==> src/rtl/mem_bus_arbiter_if.sv <==
// ============================================================================
// mem_bus_arbiter_if : cache-side and RAM-side signals of the shared RAM port
// Revision 1.0
// ============================================================================
`default_nettype none

interface mem_bus_arbiter_if #(
    parameter int CPUS = 2
);
    logic [CPUS-1:0]      iREN;
    logic [CPUS*32-1:0]   iaddr;
    logic [CPUS-1:0]      iwait;
    logic [CPUS*32-1:0]   iload;
    logic [CPUS-1:0]      dREN;
    logic [CPUS-1:0]      dWEN;
    logic [CPUS*32-1:0]   daddr;
    logic [CPUS*32-1:0]   dstore;
    logic [CPUS-1:0]      dwait;
    logic [CPUS*32-1:0]   dload;
    logic                 ramREN;
    logic                 ramWEN;
    logic [31:0]          ramaddr;
    logic [31:0]          ramstore;
    logic [31:0]          ramload;
    logic [1:0]           ramstate;
    logic                 timeout;

    // Arbiter view
    modport master (
        input  iREN, iaddr, dREN, dWEN, daddr, dstore, ramload, ramstate,
        output iwait, iload, dwait, dload, ramREN, ramWEN, ramaddr, ramstore, timeout
    );

    // Cache/RAM environment view
    modport slave (
        output iREN, iaddr, dREN, dWEN, daddr, dstore, ramload, ramstate,
        input  iwait, iload, dwait, dload, ramREN, ramWEN, ramaddr, ramstore, timeout
    );
endinterface

`default_nettype wire

==> src/rtl/mem_bus_arbiter.sv <==
// ============================================================================
// mem_bus_arbiter : shares one RAM port among all icaches/dcaches
// Revision 1.0
// ============================================================================
`default_nettype none

module mem_bus_arbiter #(
    parameter int CPUS     = 2,
    parameter int MAX_IDLE = 64
) (
    input  wire logic           CLK,
    input  wire logic           nRST,
    mem_bus_arbiter_if.master   bus
);
    localparam int         c_IDXW       = (CPUS > 1) ? $clog2(CPUS) : 1;
    localparam int         c_CNTW       = $clog2(MAX_IDLE + 1);
    localparam logic [1:0] c_RAM_ACCESS = 2'd2;

    typedef enum logic [0:0] {
        IDLE  = 1'b0,
        GRANT = 1'b1
    } state_t;

    state_t              r_state;
    state_t              w_state_next;
    logic                r_own_d;
    logic [c_IDXW-1:0]   r_own_idx;
    logic [c_IDXW-1:0]   r_iptr;
    logic [c_IDXW-1:0]   r_dptr;
    logic [c_CNTW-1:0]   r_idle_cnt;
    logic [c_CNTW-1:0]   w_cnt_next;
    logic                r_timeout;

    logic [CPUS-1:0]     w_dreq;
    logic                w_any_d;
    logic                w_any_i;
    logic [c_IDXW-1:0]   w_dwin;
    logic [c_IDXW-1:0]   w_iwin;
    logic                w_grant;
    logic                w_own_req;
    logic                w_access;

    // First requester at or after ptr, wrapping.
    function automatic logic [c_IDXW-1:0] rr_pick(input logic [CPUS-1:0] req,
                                                  input logic [c_IDXW-1:0] ptr);
        logic [c_IDXW-1:0] pick;
        logic              found;
        int                idx;
        pick  = ptr;
        found = 1'b0;
        for (int k = 0; k < CPUS; k++) begin
            idx = (int'(ptr) + k) % CPUS;
            if (!found && req[idx]) begin
                pick  = c_IDXW'(idx);
                found = 1'b1;
            end
        end
        return pick;
    endfunction

    function automatic logic [c_IDXW-1:0] idx_inc(input logic [c_IDXW-1:0] v);
        return (v == c_IDXW'(CPUS - 1)) ? '0 : v + 1'b1;
    endfunction

    assign w_dreq    = bus.dREN | bus.dWEN;
    assign w_any_d   = |w_dreq;
    assign w_any_i   = |bus.iREN;
    assign w_dwin    = rr_pick(w_dreq, r_dptr);
    assign w_iwin    = rr_pick(bus.iREN, r_iptr);
    assign w_grant   = (r_state == IDLE) && (w_any_d || w_any_i);
    assign w_own_req = r_own_d ? w_dreq[r_own_idx] : bus.iREN[r_own_idx];
    assign w_access  = (bus.ramstate == c_RAM_ACCESS);

    always_comb begin
        w_state_next = r_state;
        case (r_state)
            IDLE:    if (w_any_d || w_any_i) w_state_next = GRANT;
            GRANT:   if (!w_own_req)         w_state_next = IDLE;
            default: w_state_next = IDLE;
        endcase
    end

    // Idle counter only advances while a grant is held without ACCESS.
    always_comb begin
        w_cnt_next = r_idle_cnt;
        if (w_grant || (r_state == GRANT && w_access))
            w_cnt_next = '0;
        else if (r_state == GRANT && r_idle_cnt != c_CNTW'(MAX_IDLE))
            w_cnt_next = r_idle_cnt + 1'b1;
    end

    always_ff @(posedge CLK or negedge nRST) begin
        if (!nRST) begin
            r_state    <= IDLE;
            r_own_d    <= 1'b0;
            r_own_idx  <= '0;
            r_iptr     <= '0;
            r_dptr     <= '0;
            r_idle_cnt <= '0;
            r_timeout  <= 1'b0;
        end else begin
            r_state    <= w_state_next;
            r_idle_cnt <= w_cnt_next;
            if (w_cnt_next == c_CNTW'(MAX_IDLE))
                r_timeout <= 1'b1;
            if (w_grant) begin
                r_own_d <= w_any_d;
                if (w_any_d) begin
                    r_own_idx <= w_dwin;
                    r_dptr    <= idx_inc(w_dwin);
                end else begin
                    r_own_idx <= w_iwin;
                    r_iptr    <= idx_inc(w_iwin);
                end
            end
        end
    end

    // RAM drive is purely combinational from the owner so reset drops it at once.
    always_comb begin
        bus.ramREN   = 1'b0;
        bus.ramWEN   = 1'b0;
        bus.ramaddr  = '0;
        bus.ramstore = '0;
        bus.iwait    = '1;
        bus.dwait    = '1;
        if (r_state == GRANT) begin
            if (r_own_d) begin
                bus.ramWEN   = bus.dWEN[r_own_idx];
                bus.ramREN   = bus.dREN[r_own_idx] & ~bus.dWEN[r_own_idx];
                bus.ramaddr  = bus.daddr[32*int'(r_own_idx) +: 32];
                bus.ramstore = bus.dstore[32*int'(r_own_idx) +: 32];
                bus.dwait[r_own_idx] = ~(w_own_req & w_access);
            end else begin
                bus.ramREN   = 1'b1;
                bus.ramaddr  = bus.iaddr[32*int'(r_own_idx) +: 32];
                bus.iwait[r_own_idx] = ~(w_own_req & w_access);
            end
        end
    end

    assign bus.iload   = {CPUS{bus.ramload}};
    assign bus.dload   = {CPUS{bus.ramload}};
    assign bus.timeout = r_timeout;

endmodule

`default_nettype wire

==> src/flat_wrapper.sv <==
// flat-port wrapper written by rule: the top's interface ports become plain ports
module mem_bus_arbiter_flat 
#(
    parameter int CPUS     = 2,
    parameter int MAX_IDLE = 64
)
  (CLK, nRST, bus_iREN, bus_iaddr, bus_dREN, bus_dWEN, bus_daddr, bus_dstore, bus_ramload, bus_ramstate, bus_iwait, bus_iload, bus_dwait, bus_dload, bus_ramREN, bus_ramWEN, bus_ramaddr, bus_ramstore, bus_timeout);
  mem_bus_arbiter_if #(.CPUS(CPUS)) bus_i ();
  input  wire logic CLK;
  input  wire logic nRST;
  input wire logic [$bits(bus_i.iREN)-1:0] bus_iREN;
  input wire logic [$bits(bus_i.iaddr)-1:0] bus_iaddr;
  input wire logic [$bits(bus_i.dREN)-1:0] bus_dREN;
  input wire logic [$bits(bus_i.dWEN)-1:0] bus_dWEN;
  input wire logic [$bits(bus_i.daddr)-1:0] bus_daddr;
  input wire logic [$bits(bus_i.dstore)-1:0] bus_dstore;
  input wire logic [$bits(bus_i.ramload)-1:0] bus_ramload;
  input wire logic [$bits(bus_i.ramstate)-1:0] bus_ramstate;
  output wire logic [$bits(bus_i.iwait)-1:0] bus_iwait;
  output wire logic [$bits(bus_i.iload)-1:0] bus_iload;
  output wire logic [$bits(bus_i.dwait)-1:0] bus_dwait;
  output wire logic [$bits(bus_i.dload)-1:0] bus_dload;
  output wire logic [$bits(bus_i.ramREN)-1:0] bus_ramREN;
  output wire logic [$bits(bus_i.ramWEN)-1:0] bus_ramWEN;
  output wire logic [$bits(bus_i.ramaddr)-1:0] bus_ramaddr;
  output wire logic [$bits(bus_i.ramstore)-1:0] bus_ramstore;
  output wire logic [$bits(bus_i.timeout)-1:0] bus_timeout;
  assign bus_i.iREN = bus_iREN;
  assign bus_i.iaddr = bus_iaddr;
  assign bus_i.dREN = bus_dREN;
  assign bus_i.dWEN = bus_dWEN;
  assign bus_i.daddr = bus_daddr;
  assign bus_i.dstore = bus_dstore;
  assign bus_i.ramload = bus_ramload;
  assign bus_i.ramstate = bus_ramstate;
  assign bus_iwait = bus_i.iwait;
  assign bus_iload = bus_i.iload;
  assign bus_dwait = bus_i.dwait;
  assign bus_dload = bus_i.dload;
  assign bus_ramREN = bus_i.ramREN;
  assign bus_ramWEN = bus_i.ramWEN;
  assign bus_ramaddr = bus_i.ramaddr;
  assign bus_ramstore = bus_i.ramstore;
  assign bus_timeout = bus_i.timeout;
  mem_bus_arbiter #(.CPUS(CPUS), .MAX_IDLE(MAX_IDLE)) u_core (.CLK(CLK), .nRST(nRST), .bus(bus_i));
endmodule
==> config.mk <==
export PLATFORM = sky130hd
export DESIGN_NAME = mem_bus_arbiter_flat
export DESIGN_NICKNAME = d
export VERILOG_FILES = /design/src/rtl/mem_bus_arbiter_if.sv /design/src/rtl/mem_bus_arbiter.sv /design/src/flat_wrapper.sv
export SDC_FILE = /design/constraint.sdc
export NUM_CORES = 1
export LEC_CHECK = 0
export CORE_AREA = 3 3 167 169
export DETAILED_ROUTE_END_ITERATION = 12
export DIE_AREA = 0 0 170 172
export SYNTH_ARGS = -nofsm -noshare
export SYNTH_HDL_FRONTEND = slang
export SYNTH_SLANG_ARGS = --single-unit
==> constraint.sdc <==
create_clock -name CLK -period 1.6 [get_ports CLK]
set_input_delay 0.16 -clock CLK [delete_from_list [all_inputs] [get_ports CLK]]
set_output_delay 0.16 -clock CLK [all_outputs]
set_load 0.1 [all_outputs]
After elaboration in Yosys (flattened, before gate mapping):

Cells that the tools add are included.

* equality and inequality tests: 3
* $add $sub $neg: 5
* reductions and logical operators: 14
* mux-type cells: 45
* bitwise gates (word level): 11
* order comparisons: 6
* shift operators: 3

Operators with widths (count)
* indexed part select 64 x 7 -> 32 bit: 3
* two-way mux 32 bit: 4
* two-way mux 1 bit: 33
* two-way mux 7 bit: 2
* two-way mux 2 bit: 4
* adder 7 x 1 -> 7 bit, second input constant: 1
* == test 7 bit, second input constant: 1
* != test 7 bit, second input constant: 1
* logical AND 1 bit: 6
* < comparator 1 x 2 -> 1 bit, second input constant: 3
* < comparator 2 x 3 -> 1 bit, second input constant: 2
* adder 1 bit, second input constant: 4
* NOT 1 bit: 4
* bitwise OR 2 bit: 2
* AND reduction 2 bit: 2
* OR reduction 2 bit: 2
* AND 1 bit: 2
* AND 1 bit, first input constant: 2
* == test 2 bit, second input constant: 1
* zero test 1 bit: 2
* logical OR 1 bit: 2
* NOT 2 bit: 1
* one-hot mux 1 bit (2 select lines): 1
* demux 1 bit (select 1 bit): 1
* >= comparator 1 bit, second input constant: 1

* input bits: 234
* word-level logic and storage cells: 94
* output and inout bits: 199
* register bits after elaboration: 13

Logic depth before layout (Yosys ltp):

* word-level depth: 9
* mapped depth: 7
* mapped depth without buffers: 6

Worst setup path after synthesis:

OpenSTA, ideal clock, no wires.

* kind: register to output
* start point: reg u_core.r_own_idx
* end point: out bus_ramREN
* buffers on the path: 2
* stages on the path, launching flop included: 5
* setup slack: -1.865 ns
* data arrival time: 3.305 ns
* required time: 1.440 ns
* path through: dfrtp_1 -> buf_2 -> buf_1 -> a31oi_1 -> a21boi_0

* word-level cells in the longest chain between the ends: 6
* elaborated cells between the ends (all ways): 8
* classes of those cells: mux (6); bitwise (2)

Ends and longest elaborated chain
* start, declared: RTL line mem_bus_arbiter.sv:27 `logic [c_IDXW-1:0] r_own_idx;`
* start signal, assigned: RTL line mem_bus_arbiter.sv:109 `r_own_idx <= w_dwin;`
* start signal, assigned: RTL line mem_bus_arbiter.sv:112 `r_own_idx <= w_iwin;`
* two-way mux 1 bit (not written as such) (2 in a row): RTL line mem_bus_arbiter.sv:130 `bus.ramREN = bus.dREN[r_own_idx] & ~bus.dWEN[r_own_idx];`
* NOT 1 bit: RTL line mem_bus_arbiter.sv:130
* AND 1 bit *: RTL line mem_bus_arbiter.sv:130
* two-way mux 1 bit *: RTL line mem_bus_arbiter.sv:128 `if (r_own_d) begin`
* two-way mux 1 bit *: RTL line mem_bus_arbiter.sv:127 `if (r_state == GRANT) begin`
* end, declared: RTL line flat_wrapper.sv:23 `output wire logic [$bits(bus_i.ramREN)-1:0] bus_ramREN;`

Every way passes the cells marked *; elsewhere a longest branch is shown, timed or not. The select of a mux whose other input is x is not followed.

Worst setup path after layout:

* start point: reg u_core.r_own_d
* end point: out bus_ramaddr[30]

* word-level cells in the longest chain between the ends: 2

Ends and longest elaborated chain
* start, declared: RTL line mem_bus_arbiter.sv:26 `logic r_own_d;`
* start signal, assigned: RTL line mem_bus_arbiter.sv:107 `r_own_d <= w_any_d;`
* two-way mux 32 bit: RTL line mem_bus_arbiter.sv:128
* two-way mux 32 bit: RTL line mem_bus_arbiter.sv:127
* end, declared: RTL line flat_wrapper.sv:25 `output wire logic [$bits(bus_i.ramaddr)-1:0] bus_ramaddr;`

Every way passes these cells.

==> out/metrics.csv <==
stage;metric;value;unit
setup_path;worstPathRequired;1.44;ns
timing;period_share;121.2;%
timing;period_needed;1.939;ns
synthesis;syn_area;0.003317;sq mm
synthesis;yosys_warnings;0;
power;p_leak;2.887;nW
synthesis;async_flop_share;100.0;%
route;vias;3440;
outcome;violations;negative setup slack;
route;drtIter0Drc;61;
route;remaining_drc_errors;0;
flow_run;maxCapViolCount;0;
timing;worstMarginPinSlew;0.4686;ns
clock_tree;tritoncts;done;
floorplanning;die-width;170;um
clock_tree;cts_hold_buffers;0;
synthesis;synthAdderAreaFrac;0.7544;%
setup_path;cp_data_arrival_time;1.78;ns
timing;maxSlewHeadroom;68.65;%
setup_path;r2r_slack;-0.09;ns
global_route;gr-total-overflow;0;
final_layout;area_growth;129.8;%
placed_design;dp_hpwl;12480;um
final_layout;layout_common_cells;clkdlybuf4s50_1 (198), buf_12 (85), buf_4 (43);
timing;rsz0062_at_grt;true;
power;ir_drop;1137;uV
global_route;grt_antenna_before_repair;1;
synthesis;synth_cell_types;41;
setup_path;reg2reg_to;u_core.bus.timeout;
synthesis;synthesis.nets;617;
clock_tree;path_clk_slew;0.05;ns
setup_path;crit_type;reg -> out;
timing;finalSetupViolations;72;
synthesis;synth_area_per_cell;8.706;sq um
clock_tree;cts_sinks;13;
power;power_density;2398;mW/mm^2
synthesis;syn_inst;381;
synthesis;synth_seq_area_share;9.808;%
setup_path;critPathMaxFanout;10;
clock_tree;numCtsBuffers;3;
synthesis;muxShareOfSynthArea;32.59;%
floorplanning;fp.coreArea;0.02673;sq mm
global_route;grt_pass1_wl;20960;um
floorplanning;rows;60;
synthesis;synth-main-ff-cell;dfrtp_1;
route;wl_per_cell;17.04;um
timing;drv_slew;0;
synthesis;synth_edf_count;0;
floorplanning;die_h;172;um
clock_tree;cts_root_buf;clkbuf_16;
synthesis;synth_top_family_by_area;buffers and inverters;
route;ant_nets;0;
placed_design;place.gp.congestion;0.7902;
route;dr.pass1.iters;4;
timing;clock_skew;0.001348;ns
global_route;grt_start_max_net_pins;29;
synthesis;synth_compound_area_share;5.470;%
final_layout;layout_commonest_cell;clkdlybuf4s50_1;
setup_path;timing.rr.start;u_core.r_idle_cnt[0];
floorplanning;start_util;12.41;%
timing;max_freq;515.6;MHz
min_path;hp-class;in -> async;
clock_tree;insertion_delay;0.24;ns
setup_path;reg2reg_depth;8;
synthesis;synth_seq_cells;13;
timing;fin_ws;-0.3395;ns
synthesis;synthXorXnorAreaFrac;1.320;%
global_route;grt_pass1_vias;3506;
route;wirelength;15660;um
synthesis;yosys.area_share.simple;17.31;%
setup_path;start_kind;register;
global_route;grt_usage;9.305;%
clock_tree;cts_buffer_depth;2;
final_layout;drive_above_1_share;51.30;%
outcome;status;finished, violations left;
final_layout;utilization;28.52;%
clock_tree;htreeDepth;1;
placed_design;io_buffers;272;
route;post_drt_via_cell_ratio;3.743;
floorplanning;pin_count;433;
final_layout;nNetsFinal;814;
floorplanning;die-area;0.02924;sq mm
timing;finalHoldViolCount;0;
timing;fin_tns_setup;-16.85;ns
setup_path;endpoint_kind;output port;
-- cell families after synthesis --
family                     count (synthesis)
adders and majority gates                  2
muxes                                     68
AOI/OAI and AO/OA                         27
buffers and inverters                    158
xor gates and xnor gates                   5
and+or+nand+nor                          108
DFF                                       13
-- cell type report --
cell class,instances,area [sq um]
Sequential cell,13,331.6
Antenna cell,1,2.502
Inverter,8,30.03
Tap cell,341,426.7
Fill cell,2775,19100
Multi-Input combinational cell,210,2525
Timing Repair Buffer,342,4228
Clock buffer,4,78.83
-- stage by stage --
step | cells | instance area, sq um | total power [mW] | hold slack [ns] | setup WS, ns
6_report | 919 | 7622 | 18.28 | 0.2219 | -0.3395
5_1_grt | 919 | 7622 | 18.94 | 0.2396 | -0.3842
4_1_cts | 908 | 7370 | 17.97 | 0.2287 | -0.4182
3_5_place_dp | 892 | 6968 | 16.65 | 0.3216 | -0.3485
3_3_place_gp | 892 | 6968 | 16.64 | 0.3216 | -0.2964
2_1_floorplan | 381 | 3819 | 12.48 | -0.1356 | -0.2154
-- synthesized netlist by cell type, types with 2 or more instances --
master | instances | area (sq um)
nand3_1 | 4 | 20.02
clkbuf_1 | 10 | 37.54
a21oi_1 | 8 | 40.04
ha_1 | 2 | 25.02
or3_1 | 3 | 18.77
nor3_1 | 3 | 15.01
buf_2 | 10 | 50.05
and2_1 | 33 | 206.5
nand4_1 | 3 | 18.77
inv_1 | 8 | 30.03
buf_1 | 2 | 7.510
nor2_1 | 49 | 183.9
xnor2_1 | 3 | 26.28
a31oi_1 | 2 | 12.51
mux2i_1 | 36 | 360.4
mux4_2 | 32 | 720.7
o31ai_1 | 2 | 15.01
xor2_1 | 2 | 17.52
o21a_1 | 2 | 15.01
nand2b_1 | 2 | 12.51
buf_4 | 128 | 960.9
dfrtp_1 | 13 | 325.3
nand3b_1 | 3 | 22.52
o21ai_0 | 4 | 20.02
-- timing repair --
item	CTS	global route
pin swaps	8	14
gates cloned	2	1
resized for setup	49	36
setup endpoints to repair	71	78
buffers inserted	10	13
-- critical path: stages (launching register included) --
cell and delay [ns]:
dfrtp_2 0.37, buf_12 0.14, buf_12 0.15, mux4_2 0.53, and2_4 0.18, buf_12 0.16
-- worst max path at each step --
stage / from / end / slack (ns)
6_report: u_core.r_own_d / bus_ramaddr[30] / -0.34
5_1_grt: u_core.r_own_d / bus_ramaddr[15] / -0.38
4_1_cts: u_core.r_own_d / bus_ramaddr[1] / -0.42
3_5_place_dp: bus_dWEN[0] / u_core.bus.timeout / -0.35
3_3_place_gp: bus_dWEN[1] / u_core.bus.timeout / -0.30
2_1_floorplan: u_core.r_state / bus_dwait[1] / -0.22
-- routing by layer --
metal	wire, um	global-route usage, %
met2	7776	15.97
met1	5737	11.02
met5	0	0
met3	2028	3.727
met4	113	2.011
-- state kept, by name, indices dropped and copies added (netlist names) --
signal,count
u_core.r_idle_cnt,7
u_core.bus.timeout,1
u_core.r_dptr,1
u_core.r_iptr,1
u_core.r_own_d,1
u_core.r_own_idx,1
u_core.r_state,1
-- power breakdown --
| group | switching, mW | total [mW] | internal (mW) |
|---|---|---|---|
| Sequential | 0.129 | 0.557 | 0.428 |
| Combinational | 9.98 | 17.2 | 7.26 |
| Clock | 0.148 | 0.485 | 0.337 |
| Total | 10.3 | 18.3 | 8.03 |
Power figures use the tool's default switching activity.
==> edit 1 (same settings) <==
`MAX_IDLE` is set to 64 in 2 places; all go to 32.
--- a/src/rtl/mem_bus_arbiter.sv
+++ b/src/rtl/mem_bus_arbiter.sv
@@ -7,5 +7,5 @@
 module mem_bus_arbiter #(
     parameter int CPUS     = 2,
-    parameter int MAX_IDLE = 64
+    parameter int MAX_IDLE = 32
 ) (
     input  wire logic           CLK,
--- a/src/flat_wrapper.sv
+++ b/src/flat_wrapper.sv
@@ -3,5 +3,5 @@
 #(
     parameter int CPUS     = 2,
-    parameter int MAX_IDLE = 64
+    parameter int MAX_IDLE = 32
 )
   (CLK, nRST, bus_iREN, bus_iaddr, bus_dREN, bus_dWEN, bus_daddr, bus_dstore, bus_ramload, bus_ramstate, bus_iwait, bus_iload, bus_dwait, bus_dload, bus_ramREN, bus_ramWEN, bus_ramaddr, bus_ramstore, bus_timeout);
Function: same outputs for any inputs over 4 cycles, from zero or initial values and one cycle with nRST low; that may be too few to reach the edited logic, so the function may still have changed.
==> edit 1 against the unedited design <==
- the run still ends with negative setup slack left
- critical path type unchanged
- sequential cell count down 1
- critical path depth unchanged
- critical endpoint is now bus_ramaddr[6]
- area after synthesis down 3.2%
- wire length down 4.9%
- worst setup slack worse by 0.10 ns
- count of clock-buffer cells in the layout unchanged
- sequential share of layout area about the same
- power down 1.5%
- cell area down 5.5%
==> edit 1: results (changes against the unedited design) <==
status=complete, but fails checks; failing checks=negative setup slack; switch share=0.563 (+0.00173); total number of vias=3277 (-4.7%); First DRT Iteration DRCs=52 (-15%); hpwl dp=12300 um (-1.4%); clock group total power=506 uW (+4.3%); ranking of synthesized cells by area=buf_4 31%, mux4_2 22%, mux2i_1 11%; Seq/Total Area, Yosys=0.0936 (-0.00451); Leak=2.83 nW (-2.0%); placed cell count=865 (-3.0%); fin nets=784 (-3.7%); met3 Resource Use GR=0.0345 (-0.00274); clock skew=0.00368 ns (+0.00233 ns); # setup viols final=70 (-2.8%); largest net degree at the start of global routing=25 (-14%); met2 Use GR=0.169 (+0.00974); Max FO, Critical Path=7 (-3); initial antenna violation count=0 (-1); RePlAce Congestion=0.766 (-3.0%); routed len/inst=16.8 um (-1.6%); Worst Tran Pin Value=0.550 ns (+0.0819 ns); PnR worst setup slack=-0.440 ns (-0.100 ns); Placement Cell Area=6780 um^2 (-2.8%); Critical Path AT=1.88 ns (+0.10 ns); Ant. Diodes=0 (-1); fin cells=888 (-3.4%); Reg power frac=0.033 (+0.003)
## edit 1: cell count changes in the layout (fill, tap and decap cells not counted), moves of 5 or more
| cell | delta |
|---|---|
| buf_4 | -11 |
| buf_8 | -5 |
| mux2i_1 | +26 |
| mux2i_2 | -22 |
| mux2i_4 | -6 |
## edit 1: logic make-up (layout without fill, tap and decap cells)
kind of cell,after synthesis,after routing,synth area share
DFF,12,12,0.0936
and+or+nand+nor,103,103,0.166
muxes,66,66,0.331
adders and majority gates,2,2,0.00780
buffers and inverters,152,335,0.339
xor gates and xnor gates,4,4,0.0109
AOI/OAI and AO/OA,25,25,0.0519
## edit 1: final cells by class
cell class | count | area [um^2]
fill | 2793 | 19500
timing repair buffer | 328 | 4110
multi-input combinational | 200 | 2250
tap | 341 | 427
sequential | 12 | 310
clock buffer | 4 | 88.8
inverter | 3 | 11.3
## edit 1: worst max-delay path, cell delays in order, from the launching register on
cell and delay (ns):
dfrtp_4 0.51, buf_12 0.15, buf_16 0.13, mux4_2 0.50
and2_4 0.18, buf_12 0.16
## edit 1: repair_timing
action | 4_1_cts | 5_1_grt
hold buffers | 0 | 0
endpoints found under the setup margin | 70 | 71
pin swaps | 6 | 4
buffers inserted | 7 | 9
cloned | 4 | 1
resized for setup | 12 | 9
## edit 1: worst paths after layout
path,from,to,cells past startpoint
min reg2reg,u_core.r_dptr,u_core.r_dptr,1
min in group CLK,bus_ramload[16],bus_iload[48],0
min,nRST,u_core.bus.timeout,1
max reg2reg,u_core.r_idle_cnt[1],u_core.bus.timeout,6
max,u_core.r_own_d,bus_ramaddr[6],5
max in group asynchronous,nRST,u_core.r_own_idx,1
## edit 1: per-layer routing
metal  up-vias  share of wire
li1       1512              -
met1      1483           0.36
met2       259           0.51
met3        23           0.12
met4         0         0.0091
met5         -              0
==> edit 2 (config.mk and constraints unchanged) <==
Without the edit above. Reset style: synchronous (`nRST`), changed in one clocked block.
--- a/src/rtl/mem_bus_arbiter.sv
+++ b/src/rtl/mem_bus_arbiter.sv
@@ -90,5 +90,5 @@
     end
 
-    always_ff @(posedge CLK or negedge nRST) begin
+    always_ff @(posedge CLK) begin
         if (!nRST) begin
             r_state    <= IDLE;
Check against the original RTL: differs if nRST is asserted again (counterexample within 4 cycles, from zero or initial values and one cycle with nRST low); with nRST held inactive, the same outputs for 4 cycles.
==> edit 2 against the unedited design <==
- the run still ends with negative setup slack left
- area after synthesis is 1.4% lower
- worst setup slack gained 0.044 ns
- critical path depth stayed put
- sequential cell count stayed put
- register-to-register slack improved by 0.11 ns
- utilization fell by 0.28 points
- cell area is 0.98% lower
- wire length decreased by 0.84%
- critical path type unchanged
- highest routed layer unchanged
Power is left out: it rests on default switching activity, and per cell area and clock period it moved more than threefold.
==> edit 2: results (changes against the unedited design) <==
status=complete, but fails checks; failing checks=negative setup slack; Critical Path AT=1.74 ns (-0.04 ns); FF-to-FF Start=u_core.r_idle_cnt[1]; CP peak stage delay=0.50 ns (-0.03 ns); ranking of synthesized cells by area=buf_4 30%, mux4_2 23%, mux2i_1 10%; compound-gate portion of the synthesized area=0.0562 (+0.00152); final setup TNS=-9.83 ns (+7.01 ns); largest net degree at the start of global routing=20 (-31%); Synth Net Count=614 (-0.49%); capture point of the worst reg-to-reg path=u_core.bus.timeout; top_reg_cell synth=dfxtp_1; Adder-Cell Fraction of Synth Area=0.00765 (+0.000104); register-to-register setup slack=0.02 ns (+0.11 ns); final wirelength=15500 um (-0.84%); Max FO, Critical Path=6 (-4); fraction of layout cells with a size suffix above 1=0.500 (-0.0130); number of distinct library cells after synthesis=40 (-2.4%); total number of vias=3383 (-1.7%); first-pass GRT wire length=21500 um (+2.4%); synth cell count leaders=130 x buf_4, 45 x nor2_1, 34 x mux2i_1, 33 x and2_1, 33 x mux4_2; # setup viols final=60 (-17%); ys async rst share=0 (-1.00); placed cell count=875 (-1.9%); Placement Cell Area=6770 um^2 (-2.9%); number of global-route vias before repair=3531 (+0.71%); GR Util All Layers=0.0967 (+0.00369); PnR worst setup slack=-0.295 ns (+0.0444 ns); First DRT Iteration DRCs=105 (+72%)
## edit 2: cell type report
type	instances	area, um^2
inverter	6	22.5
clock buffer	4	78.8
fill	2772	19200
timing repair buffer	326	4170
sequential	13	277
tap	341	427
multi-input combinational	209	2570
## edit 2: worst max-delay path by stage
stage	start	to	slack, ns	depth (start not counted)
final	u_core.r_own_d	bus_ramaddr[18]	-0.30	5
after global routing	u_core.r_own_d	bus_ramaddr[29]	-0.34	4
after CTS	u_core.r_own_d	bus_ramaddr[29]	-0.32	4
after detailed placement	bus_ramstate[0]	bus_dwait[0]	-0.24	4
after global placement	bus_ramstate[0]	bus_dwait[0]	-0.23	4
after floorplan	u_core.r_own_d	bus_dwait[0]	-0.11	4
## edit 2: timing repair
action                                  in CTS  in global routing
pin swaps                                   22                  4
gates cloned                                 7                  1
endpoints found under the setup margin      71                 72
setup buffers                               10                  3
hold endpoints to repair                     0                  0
resized for setup                           66                 15
